===== config.mk =====
export PLATFORM = sky130hd
export DESIGN_NAME = mgc_out_fifo_sync_flat
export DESIGN_NICKNAME = d
export VERILOG_FILES = /design/src/rtl/mgc_fifo_pkg.sv /design/src/rtl/mgc_out_fifo_sync_if.sv /design/src/rtl/mgc_fifo_ram.sv /design/src/rtl/mgc_out_fifo_sync.sv /design/src/flat_wrapper.sv
export SDC_FILE = /design/constraint.sdc
export NUM_CORES = 1
export LEC_CHECK = 0
export ABC_AREA = 1
export BUFFER_PORTS_ARGS = -buffer_cell sky130_fd_sc_hd__buf_2
export CORE_UTILIZATION = 30
export DETAILED_ROUTE_END_ITERATION = 8
export SLEW_MARGIN = 20
export SYNTH_ARGS = -nofsm -noshare
export SYNTH_HDL_FRONTEND = slang
export SYNTH_SLANG_ARGS = --single-unit

===== constraint.sdc =====
create_clock -name clk -period 5.6 [get_ports clk]
set_input_delay 0.84 -clock clk [delete_from_list [all_inputs] [get_ports clk]]
set_output_delay 0.84 -clock clk [all_outputs]
set_load 0.02 [all_outputs]

===== src/rtl/mgc_fifo_pkg.sv =====
// mgc_fifo_pkg: shared occupancy-state type and pointer wrap helper for the output FIFO.
package mgc_fifo_pkg;
    typedef enum logic [1:0] {FIFO_EMPTY, FIFO_PARTIAL, FIFO_FULL} fifo_state_e;
    // Depth need not be a power of two, so wrap is an explicit compare against the last slot.
    function automatic int unsigned next_ptr(input int unsigned ptr, input int unsigned fifo_sz);
        return (ptr == fifo_sz - 1) ? 0 : ptr + 1;
    endfunction
endpackage


===== src/rtl/mgc_out_fifo_sync_if.sv =====
// mgc_out_fifo_sync_if: design push side and port pop side of the output FIFO.
// size/ovf exist only when MGC_FIFO_STATUS_EN is defined.
interface mgc_out_fifo_sync_if #(
    parameter int width   = 8,
    parameter int ph_log2 = 3
);
    logic             ld;
    logic             vd;
    logic [width-1:0] d;
    logic             lz;
    logic             vz;
    logic [width-1:0] z;
`ifdef MGC_FIFO_STATUS_EN
    logic [ph_log2:0] size;
    logic             ovf;
    modport slave  (input ld, d, vz, output vd, lz, z, size, ovf);
    modport master (output ld, d, vz, input vd, lz, z, size, ovf);
`else
    modport slave  (input ld, d, vz, output vd, lz, z);
    modport master (output ld, d, vz, input vd, lz, z);
`endif
endinterface


===== src/rtl/mgc_fifo_ram.sv =====
// mgc_fifo_ram: fifo_sz x width storage, one synchronous write port, one asynchronous read port.
module mgc_fifo_ram #(
    parameter int width   = 8,
    parameter int fifo_sz = 8,
    parameter int aw      = 3
) (
    input  logic             clk,
    input  logic             we,
    input  logic [aw-1:0]    wa,
    input  logic [width-1:0] wd,
    input  logic [aw-1:0]    ra,
    output logic [width-1:0] rd
);
    logic [width-1:0] mem [fifo_sz];
    always_ff @(posedge clk) begin
        if (we) mem[wa] <= wd;
    end
    assign rd = mem[ra];
endmodule


===== src/rtl/mgc_out_fifo_sync.sv =====
// mgc_out_fifo_sync: synchronous output FIFO with valid/accept handshake toward the port side.
// Define MGC_FIFO_STATUS_EN to add the size and sticky ovf status outputs.
module mgc_out_fifo_sync
    import mgc_fifo_pkg::*;
#(
    parameter int rscid   = 0,
    parameter int width   = 8,
    parameter int fifo_sz = 8,
    parameter int ph_log2 = 3
) (
    input logic                clk,
    input logic                srst,
    input logic                en,
    mgc_out_fifo_sync_if.slave f
);
    localparam int PW = (ph_log2 > 0) ? ph_log2 : 1;
    localparam int CW = ph_log2 + 1;

    if (fifo_sz < 1 || rscid < 0) begin : g_bad_cfg
        $error("mgc_out_fifo_sync: invalid fifo_sz or rscid");
    end

    logic [PW-1:0]    wp_q, wp_d, rp_q, rp_d;
    logic [CW-1:0]    cnt_q, cnt_d;
    logic             push, pop;
    logic [width-1:0] rd;
    fifo_state_e      st;

    // Flags decode from registered occupancy only; no vz->vd or ld->lz path.
    assign f.vd = cnt_q != CW'(fifo_sz);
    assign f.lz = cnt_q != '0;
    assign f.z  = f.lz ? rd : '0;
    assign push = en && f.ld && f.vd;
    assign pop  = en && f.lz && f.vz;
    assign st   = !f.lz ? FIFO_EMPTY : !f.vd ? FIFO_FULL : FIFO_PARTIAL;

    always_comb begin
        wp_d  = push ? PW'(next_ptr(32'(wp_q), fifo_sz)) : wp_q;
        rp_d  = pop ? PW'(next_ptr(32'(rp_q), fifo_sz)) : rp_q;
        cnt_d = cnt_q + CW'(push) - CW'(pop);
    end

    always_ff @(posedge clk) begin
        if (srst) begin
            wp_q  <= '0;
            rp_q  <= '0;
            cnt_q <= '0;
        end else begin
            wp_q  <= wp_d;
            rp_q  <= rp_d;
            cnt_q <= cnt_d;
        end
    end

    mgc_fifo_ram #(.width(width), .fifo_sz(fifo_sz), .aw(PW)) u_ram (
        .clk(clk),
        .we (push),
        .wa (wp_q),
        .wd (f.d),
        .ra (rp_q),
        .rd (rd)
    );

`ifdef MGC_FIFO_STATUS_EN
    logic ovf_q, ovf_d;
    assign ovf_d  = ovf_q | (en && f.ld && !f.vd);
    assign f.size = cnt_q;
    assign f.ovf  = ovf_q;
    always_ff @(posedge clk) begin
        if (srst) ovf_q <= 1'b0;
        else ovf_q <= ovf_d;
    end
`endif

    assert property (@(posedge clk) disable iff (srst) (st == FIFO_EMPTY) |-> (f.z == '0));
    assert property (@(posedge clk) disable iff (srst) cnt_q <= CW'(fifo_sz));
endmodule


===== src/flat_wrapper.sv =====
// flat-port wrapper written by rule: the top's interface ports become plain ports
module mgc_out_fifo_sync_flat import mgc_fifo_pkg::*;
#(
    parameter int rscid   = 0,
    parameter int width   = 8,
    parameter int fifo_sz = 8,
    parameter int ph_log2 = 3
)
  (clk, srst, en, f_ld, f_d, f_vz, f_vd, f_lz, f_z);
  mgc_out_fifo_sync_if #(.width(width), .ph_log2(ph_log2)) f_i ();
  input logic clk;
  input logic srst;
  input logic en;
  input wire logic [$bits(f_i.ld)-1:0] f_ld;
  input wire logic [$bits(f_i.d)-1:0] f_d;
  input wire logic [$bits(f_i.vz)-1:0] f_vz;
  output wire logic [$bits(f_i.vd)-1:0] f_vd;
  output wire logic [$bits(f_i.lz)-1:0] f_lz;
  output wire logic [$bits(f_i.z)-1:0] f_z;
  assign f_i.ld = f_ld;
  assign f_i.d = f_d;
  assign f_i.vz = f_vz;
  assign f_vd = f_i.vd;
  assign f_lz = f_i.lz;
  assign f_z = f_i.z;
  mgc_out_fifo_sync #(.rscid(rscid), .width(width), .fifo_sz(fifo_sz), .ph_log2(ph_log2)) u_core (.clk(clk), .srst(srst), .en(en), .f(f_i));
endmodule

==> flow_metrics.tcl, run 1 <==
set metrics [dict create \
    final_hold_viol_count 0 \
    fin_crit_sh_pct 51.5 \
    synth_nets 400 \
    status "complete, but fails checks" \
    wl_per_cell_um 13.4 \
    cts_buffers 9 \
    vias 2405 \
    synth_top_cell_area_share_pct 53.9 \
    p_per_area_nw_per_um2 426 \
    min_path_type "register to register" \
    crit_type "register to primary output" \
    die_w_um 111 \
    final_nets 425 \
    regArea_um2 2180 \
    slew_violations 0 \
    cp-start-kind "register" \
    maxCapViolCount 0 \
    insertion_delay_ps 340 \
    grt_pass1_vias 2256 \
    num_rows 39 \
    drt-total-wl_mm 7.34 \
    drtIter0Drc 183 \
    p_leak_nw 1.86 \
    tritoncts "yes" \
    fin_crit_ps 2890 \
    worstPathMaxFanout 17 \
    place.gp.congestion 0.828 \
    hold_buffers 0 \
    worstHoldStart "u_core.rp_q[1]" \
    r2r_start "u_core.cnt_q[2]" \
    synth-seq-cells 77 \
    dieArea_um2 12300 \
    ant_nets 0 \
    synth_edf_count 64 \
    required_ps 4760 \
    htreeDepth 3 \
    cts_root_buf "clkbuf_16" \
    finalWorstSetupSlack_ps 2710 \
    r2r_slack_ps 3050 \
    async_flop_share_pct 0 \
    viasPerCell 4.38 \
    synth_top_area_cell "edfxtp_1" \
    yosysMostFrequentCell "nand2_1" \
    synth_commonest_cells "nand2_1, inv_1, edfxtp_1, nand3_1, nor2_1" \
    place_ws_ps 3000 \
    synth_area_per_cell_um2 9.48 \
    r2r-end "u_core.cnt_q[2]" \
    cts_setup_buffers 0 \
    tns_ps 0 \
    gr-usage-all-layers_pct 12.6 \
    path_clk_slew_ps 60 \
    drive_above_1_share_pct 12.6 \
    r2r_cells 11 \
    io_pins 23 \
    cts_resized 0 \
    final.fill_count 1185 \
    yosysWarnings 0 \
    grt_max_degree 34 \
    drcViolationCount 6 \
    grt-ovfl-total 0 \
    worst_slew_pin_slew_ps 958 \
    drt-pass1-iter-count 6 \
    antenna_found_initial 0 \
    diodes 0 \
    die_y_um 111 \
    skew_ps 6.33 \
    core_um2 11500 \
    start_util_pct 31.0 \
    ir_worst_vdd_mv 0.204 \
    syn-cell-area_um2 3560 \
    setup_violations 0 \
    hold_depth 2 \
    violations "design-rule violations" \
    crit_arrival_ps 2050 \
    crit_end "f_z[4]" \
    ys_types 19 \
    slew_headroom_pct 35.8 \
    grt_pass1_wl_mm 11.6 \
    netlist_top_cells_area "edfxtp_1, nand2_1, inv_1" \
    clockBufferDepth 2 \
    total_power_mw 1.74 \
    multi_input_area_um2 962 \
    max_freq_mhz 346 \
    rsz0062_at_grt "false" \
    portBuffers 22 \
    synthCells 376 \
    area_growth_pct 14.8 \
    cp-end-kind "primary output" \
    cts_sinks 77 \
    dp_hpwl_mm 4.67 \
    yosysSeqAreaShare_pct 61.2 \
    synth_ff_type "edfxtp_1" \
]
## layout make-up
class | count | share of cell area, %
inverter | 85 | 7.86
timing repair buffer | 28 | 3.79
multi-input combinational | 200 | 23.5
sequential | 77 | 53.3
clock inverter | 7 | 1.62
clock buffer | 9 | 5.50
tap | 143 | 4.37
## layer usage
layer | share of wire, % | track usage, %
met1 | 47 | 16.2
met3 | 4.3 | 3.94
met4 | 1.3 | 4.66
met5 | 0 | 0
met2 | 47 | 19.7
## worst max-delay path: stages, from the launching register on
cell and delay (ps):
dfxtp_1 780, inv_2 330, nand3_1 190, nand3_1 80
nand2_1 90, nor2_1 80, buf_2 160
## power breakdown
part | total, mW | internal (mW) | switching (mW)
Sequential | 0.694 | 0.660 | 0.0343
Combinational | 0.485 | 0.159 | 0.327
Clock | 0.565 | 0.341 | 0.224
## layout by cell type (no fill, tap or decap)
cell type   synthesis  layout
nand2_1            94      94
inv_1              81      81
buf_4               3       6
nor2_1             35      35
clkinv_2            0       1
clkbuf_16           0       9
ha_1               10      10
clkinv_4            0       1
xnor2_1             1       1
inv_2               3       3
nand4_1             3       3
a21oi_1             2       2
nor3_2              0       3
dfxtp_1            13      13
edfxtp_1           64      64
nand3_1            44      44
clkinv_1            0       2
nand3_2             2       2
bufinv_16           0       1
fa_1                1       1
nor3_1              8       5
inv_4               1       1
clkinvlp_4          0       2
buf_2               4      22
## worst min path at each step
stage / to / slack, ps
after CTS: register / 510
after detailed placement: u_core.rp_q[2] / 500
after floorplan: register / 470
after global placement: u_core.rp_q[1] / 510
final: u_core.rp_q[1] / 510
after global routing: register / 540
## cells by family after synthesis
logic type	after synthesis	synth area share [%]
fa+ha+maj	11	4.07
simple gates	186	22.0
compound gates	2	0.281
buf+inv	99	12.2
flops	77	61.2
xor+xnor	1	0.246
## flip-flops by register name, indices dropped and copies added, names as in the netlist, named ones only
register          cells
u_core.u_ram.mem     64
u_core.cnt_q          4
u_core.rp_q           3
u_core.wp_q           3
## stage by stage
| stage | hold WS, ps | std cells | utilization [%] | area (µm²) |
|---|---|---|---|---|
| 2_1_floorplan | 472 | 376 | - | 3560 |
| 3_3_place_gp | 508 | 533 | 33.0 | 3800 |
| 3_5_place_dp | 504 | 533 | 33.0 | 3800 |
| 4_1_cts | 511 | 549 | 35.5 | 4090 |
| 5_1_grt | 544 | 549 | 35.5 | 4090 |
| 6_report | 508 | 549 | 35.5 | 4090 |
Power figures use the tool's default switching activity.
==> inputs of run 2 (changes only) <==
clock period = 2.6 ns   (was 5.6 ns; I/O delays follow)
==> run 2 against run 1 <==
  * The run still ends with design-rule violations left
  * Critical endpoint is now f_z[2]
  * Critical path depth is the same
  * Clock skew up 0.71 ps
  * Worst hold slack lost 250 ps
  * Sequential power up 110%
  * First-iteration DRC count down 10%
  * Sequential share of layout area decreased by 0.61 points
  * Global-route usage increased by 0.28 points
  * Sequential cell count unchanged
  * Design area increased by 1.2%
  * Non-clock buffer count increased by 5
  * Register-to-register slack got worse by 2600 ps
==> flow_metrics.tcl, run 2 (synthesized netlist as in run 1, its figures left out) <==
set metrics [dict create \
    status "complete, but fails checks" \
    violations "design-rule violations" \
    drt-pass1-iter-count 6 \
    setup_violations 0 \
    place.gp.congestion 0.731 \
    crit_buf_inv 2 \
    layout_commonest_cell "nand2_1" \
    ir_worst_vdd_mv 0.549 \
    final.fill_count 1181 \
    max_freq_mhz 463 \
    drt-total-wl_mm 7.18 \
    io_pins 23 \
    core_um2 11500 \
    stdcell_count 554 \
    cts_root_buf "clkbuf_16" \
    fin_crit_ps 2160 \
    required_ps 2210 \
    critical_path.cell_chain "inv_2, nand3_1, nand3_1, nand2_1, nor2_1, buf_2" \
    tritoncts "yes" \
    r2r_slack_ps 500 \
    crit_top_cell "nand3_1" \
    diodes 0 \
    grt_pass1_wl_mm 11.7 \
    insertion_delay_ps 340 \
    area_growth_pct 16.1 \
    grt_max_degree 33 \
    cp-start-kind "register" \
    cts_resized 0 \
    cts_sinks 77 \
    worstPathMaxFanout 16 \
    most-common-layout-cells "nand2_1, inv_1, edfxtp_1" \
    grt_pass1_vias 2307 \
    drcViolationCount 6 \
    slew_violations 0 \
    min_path_type "primary input to register" \
    die_w_um 111 \
    multi_input_area_um2 947 \
    antenna_found_initial 0 \
    top_register "u_core.u_ram.mem" \
    slowest_stage "dfxtp_1" \
    htreeDepth 3 \
    viasPerCell 4.29 \
    drive_above_1_share_pct 12.9 \
    dp_cells 538 \
    wl_per_cell_um 13.0 \
    skew_ps 7.04 \
    p_leak_nw 1.89 \
    vias 2377 \
    fin_crit_sh_pct 83.1 \
    final_hold_viol_count 0 \
    slew_headroom_pct 54.4 \
    drtIter0Drc 164 \
    gr-usage-all-layers_pct 12.8 \
    clockBufferDepth 2 \
    path_clk_slew_ps 60 \
    die_y_um 111 \
    final_nets 430 \
    cp-end-kind "primary output" \
    dp_hpwl_mm 4.52 \
    largest_reg_flops 64 \
    regArea_um2 2180 \
    ant_nets 0 \
    total_power_mw 3.89 \
    p_per_area_nw_per_um2 939 \
    rsz0062_at_grt "false" \
    crit_family "buffers and inverters" \
    maxCapViolCount 0 \
    hold_buffers 0 \
    tns_ps 0 \
    start_util_pct 31.0 \
    worst_slew_pin_slew_ps 682 \
    portBuffers 22 \
    slowest_delay_ps 420 \
    cts_buffers 9 \
    grt-ovfl-total 0 \
    crit_arrival_ps 1770 \
    crit_type "register to primary output" \
    dieArea_um2 12300 \
    num_rows 39 \
    cts_setup_buffers 0 \
    reg_top3 "u_core.u_ram.mem: 64 flops, u_core.cnt_q: 4 flops" \
]
## run 2: area by class of cell
type | instances | share of cell area [%]
flip-flops and latches | 77 | 52.7
multi-input cells | 200 | 22.9
inverters | 85 | 7.77
clock buffers | 10 | 5.53
repair buffers | 33 | 4.66
well taps | 143 | 4.32
clock inverters | 6 | 2.12
## run 2: worst paths after layout
| kind | startpoint | end | depth (start not counted) |
|---|---|---|---|
| hold / removal | srst | u_core.cnt_q[0] | 2 |
| setup reg to reg | u_core.cnt_q[2] | u_core.cnt_q[2] | 11 |
| hold reg to reg | u_core.rp_q[2] | register | 2 |
| setup / recovery | register | f_z[2] | 6 |
## run 2: through the flow
stage	hold WS (ps)	area [µm²]	utilization, %	worst slack [ps]
after detailed placement	511	3820	33.2	494
after global routing	256	4140	35.9	275
after floorplan	461	3560	-	650
final	262	4140	35.9	440
after global placement	515	3820	33.2	604
after CTS	243	4140	35.9	392
## run 2: where the power goes
group / internal (mW) / switching, mW / total, mW
registers: 1.42 / 0.0677 / 1.49
logic: 0.364 / 0.712 / 1.08
clock network: 0.838 / 0.482 / 1.32
total: 2.62 / 1.26 / 3.89
## run 2: metal layers
metal | wire, µm | share of wire [%] | track usage, %
met3 | 465 | 6.5 | 4.98
met5 | 0 | 0 | 0
met1 | 3240 | 45 | 16.2
met2 | 3430 | 48 | 20.4
met4 | 41 | 0.57 | 3.74
==> inputs of run 3 (changes only) <==
clock period = 1.9 ns   (was 2.6 ns; I/O delays follow)
==> run 3 against run 2 <==
  * The flow finishes with violations (negative setup slack)
  * Clock skew down 3.4 ps
  * Clock power up 12%
  * Routed wire length up 1.9%
  * Worst setup slack worse by 460 ps
  * Largest cell class unchanged
==> flow_metrics.tcl, run 3 (synthesized netlist as in run 1, its figures left out) <==
set metrics [dict create \
    fin_crit_sh_pct 101 \
    die_y_um 111 \
    dieArea_um2 12300 \
    ir_worst_vdd_mv 0.647 \
    place_ws_ps -64.1 \
    antenna_found_initial 0 \
    total_power_mw 5.28 \
    area_growth_pct 19.1 \
    worstPathMaxFanout 2 \
    min_path_type "primary input to register" \
    final_hold_viol_count 0 \
    grt_pass1_vias 2434 \
    clockBufferDepth 2 \
    p_leak_nw 1.92 \
    holdWs_ps 159 \
    start_util_pct 31.0 \
    switchingPower_mw 1.81 \
    worstHoldStart "srst" \
    most-common-layout-cells "nand2_1, inv_1, edfxtp_1" \
    finalWorstSetupSlack_ps -23.6 \
    insertion_delay_ps 330 \
    max_freq_mhz 520 \
    slew_headroom_pct 81.1 \
    share_comb_of_total_power_pct 33.5 \
    tritoncts "yes" \
    hold_depth 2 \
    drt-pass1-iter-count 5 \
    r2r_start "u_core.cnt_q[2]" \
    cp-end-kind "register" \
    dp_cells 546 \
    p_per_area_nw_per_um2 1240 \
    crit_type "register to register" \
    crit_arrival_ps 2200 \
    hold_end "u_core.cnt_q[1]" \
    cts_sinks 77 \
    largest_reg_flops 64 \
    reg_top3 "u_core.u_ram.mem: 64 flops, u_core.cnt_q: 4 flops" \
    stdcell_count 562 \
    diodes 0 \
    wl_per_cell_um 13.0 \
    clockPowerShare_pct 28.1 \
    portBuffers 22 \
    required_ps 2180 \
    num_rows 39 \
    vias 2419 \
    seq_power_share_pct 38.3 \
    multi_input_area_um2 1020 \
    status "complete, but fails checks" \
    hold_buffers 0 \
    grt_max_degree 33 \
    slew_violations 0 \
    drive_above_1_share_pct 18.1 \
    r2r_slack_ps -20 \
    cts_buffers 9 \
    grt-ovfl-total 0 \
    fin_area_um2 4240 \
    drtIter0Drc 88 \
    r2r-end "u_core.cnt_q[1]" \
    top_register "u_core.u_ram.mem" \
    rsz0062_at_grt "true" \
    setup_violations 2 \
    p_int_mw 3.48 \
    drcViolationCount 0 \
    maxCapViolCount 0 \
    ant_nets 0 \
    path_clk_slew_ps 50 \
    regArea_um2 2180 \
    drt-total-wl_mm 7.32 \
    dpl-instance-area_um2 3890 \
    cp-start-kind "register" \
    io_pins 23 \
    fin_crit_ps 1920 \
    tns_ps -23.8 \
    gr-usage-all-layers_pct 13.2 \
    viasPerCell 4.30 \
    p_sw_share_pct 34.2 \
    final.fill_count 1145 \
    violations "negative setup slack" \
    place.gp.congestion 0.788 \
    dp_hpwl_mm 4.66 \
    core_um2 11500 \
    final_core_utilization_pct 36.9 \
    skew_ps 3.60 \
    r2r_cells 11 \
    final_nets 439 \
    grt_pass1_wl_mm 12.1 \
    htreeDepth 3 \
    cts_root_buf "clkbuf_16" \
    die_w_um 111 \
    worst_slew_pin_slew_ps 283 \
    layout_commonest_cell "nand2_1" \
]
## run 3: power by group through the flow
| stage | Sequential, mW | Clock [mW] | Combinational (mW) |
|---|---|---|---|
| 2_1_floorplan | 2.02 | 0 | 1.13 |
| 3_3_place_gp | 2.05 | 0 | 1.56 |
| 3_5_place_dp | 2.05 | 0 | 1.58 |
| 4_1_cts | 2.02 | 1.52 | 1.64 |
| 5_1_grt | 2.04 | 1.60 | 1.99 |
| 6_report | 2.03 | 1.48 | 1.77 |
## run 3: worst max-delay path, stage by stage (launching register included)
cell	delay, ps
dfxtp_2	320
inv_2	70
ha_4	140
nand3_4	80
nand3_4	110
inv_4	40
ha_4	260
inv_4	30
ha_4	150
fa_2	560
inv_2	40
nor2_2	60
## run 3: repair_timing
action | CTS | global route
pin swaps | 3 | 6
setup endpoints to repair | 5 | 10
resized for setup | 10 | 17
buffers inserted | 0 | 1
## run 3: cell type report
type,count,share of cell area [%]
Tap cell,143,4.22
Inverter,85,7.81
Clock buffer,10,5.40
Multi-Input combinational cell,200,24.0
Clock inverter,5,0.678
Sequential cell,77,51.5
Timing Repair Buffer,42,6.46
## run 3: worst max path at each step
stage,start,endpoint,slack (ps),cells past startpoint
finish,u_core.cnt_q[2],u_core.cnt_q[1],-20,11
global route,u_core.cnt_q[2],u_core.cnt_q[1],-90,11
CTS,u_core.cnt_q[2],u_core.cnt_q[1],3,11
detailed placement,u_core.cnt_q[2],u_core.cnt_q[2],-60,11
global placement,u_core.cnt_q[2],u_core.cnt_q[2],-6,11
floorplan,u_core.cnt_q[2],u_core.u_ram.mem[0][0],-50,6
## run 3: layer usage
layer / wire length, µm / GRT usage [%] / vias up / share of wire, %
li1: - / - / 1254 / -
met1: 3320 / 15.9 / 1103 / 45
met2: 3450 / 21.1 / 50 / 47
met3: 437 / 4.81 / 12 / 6.0
met4: 115 / 5.66 / 0 / 1.6
met5: 0 / 0 / - / 0
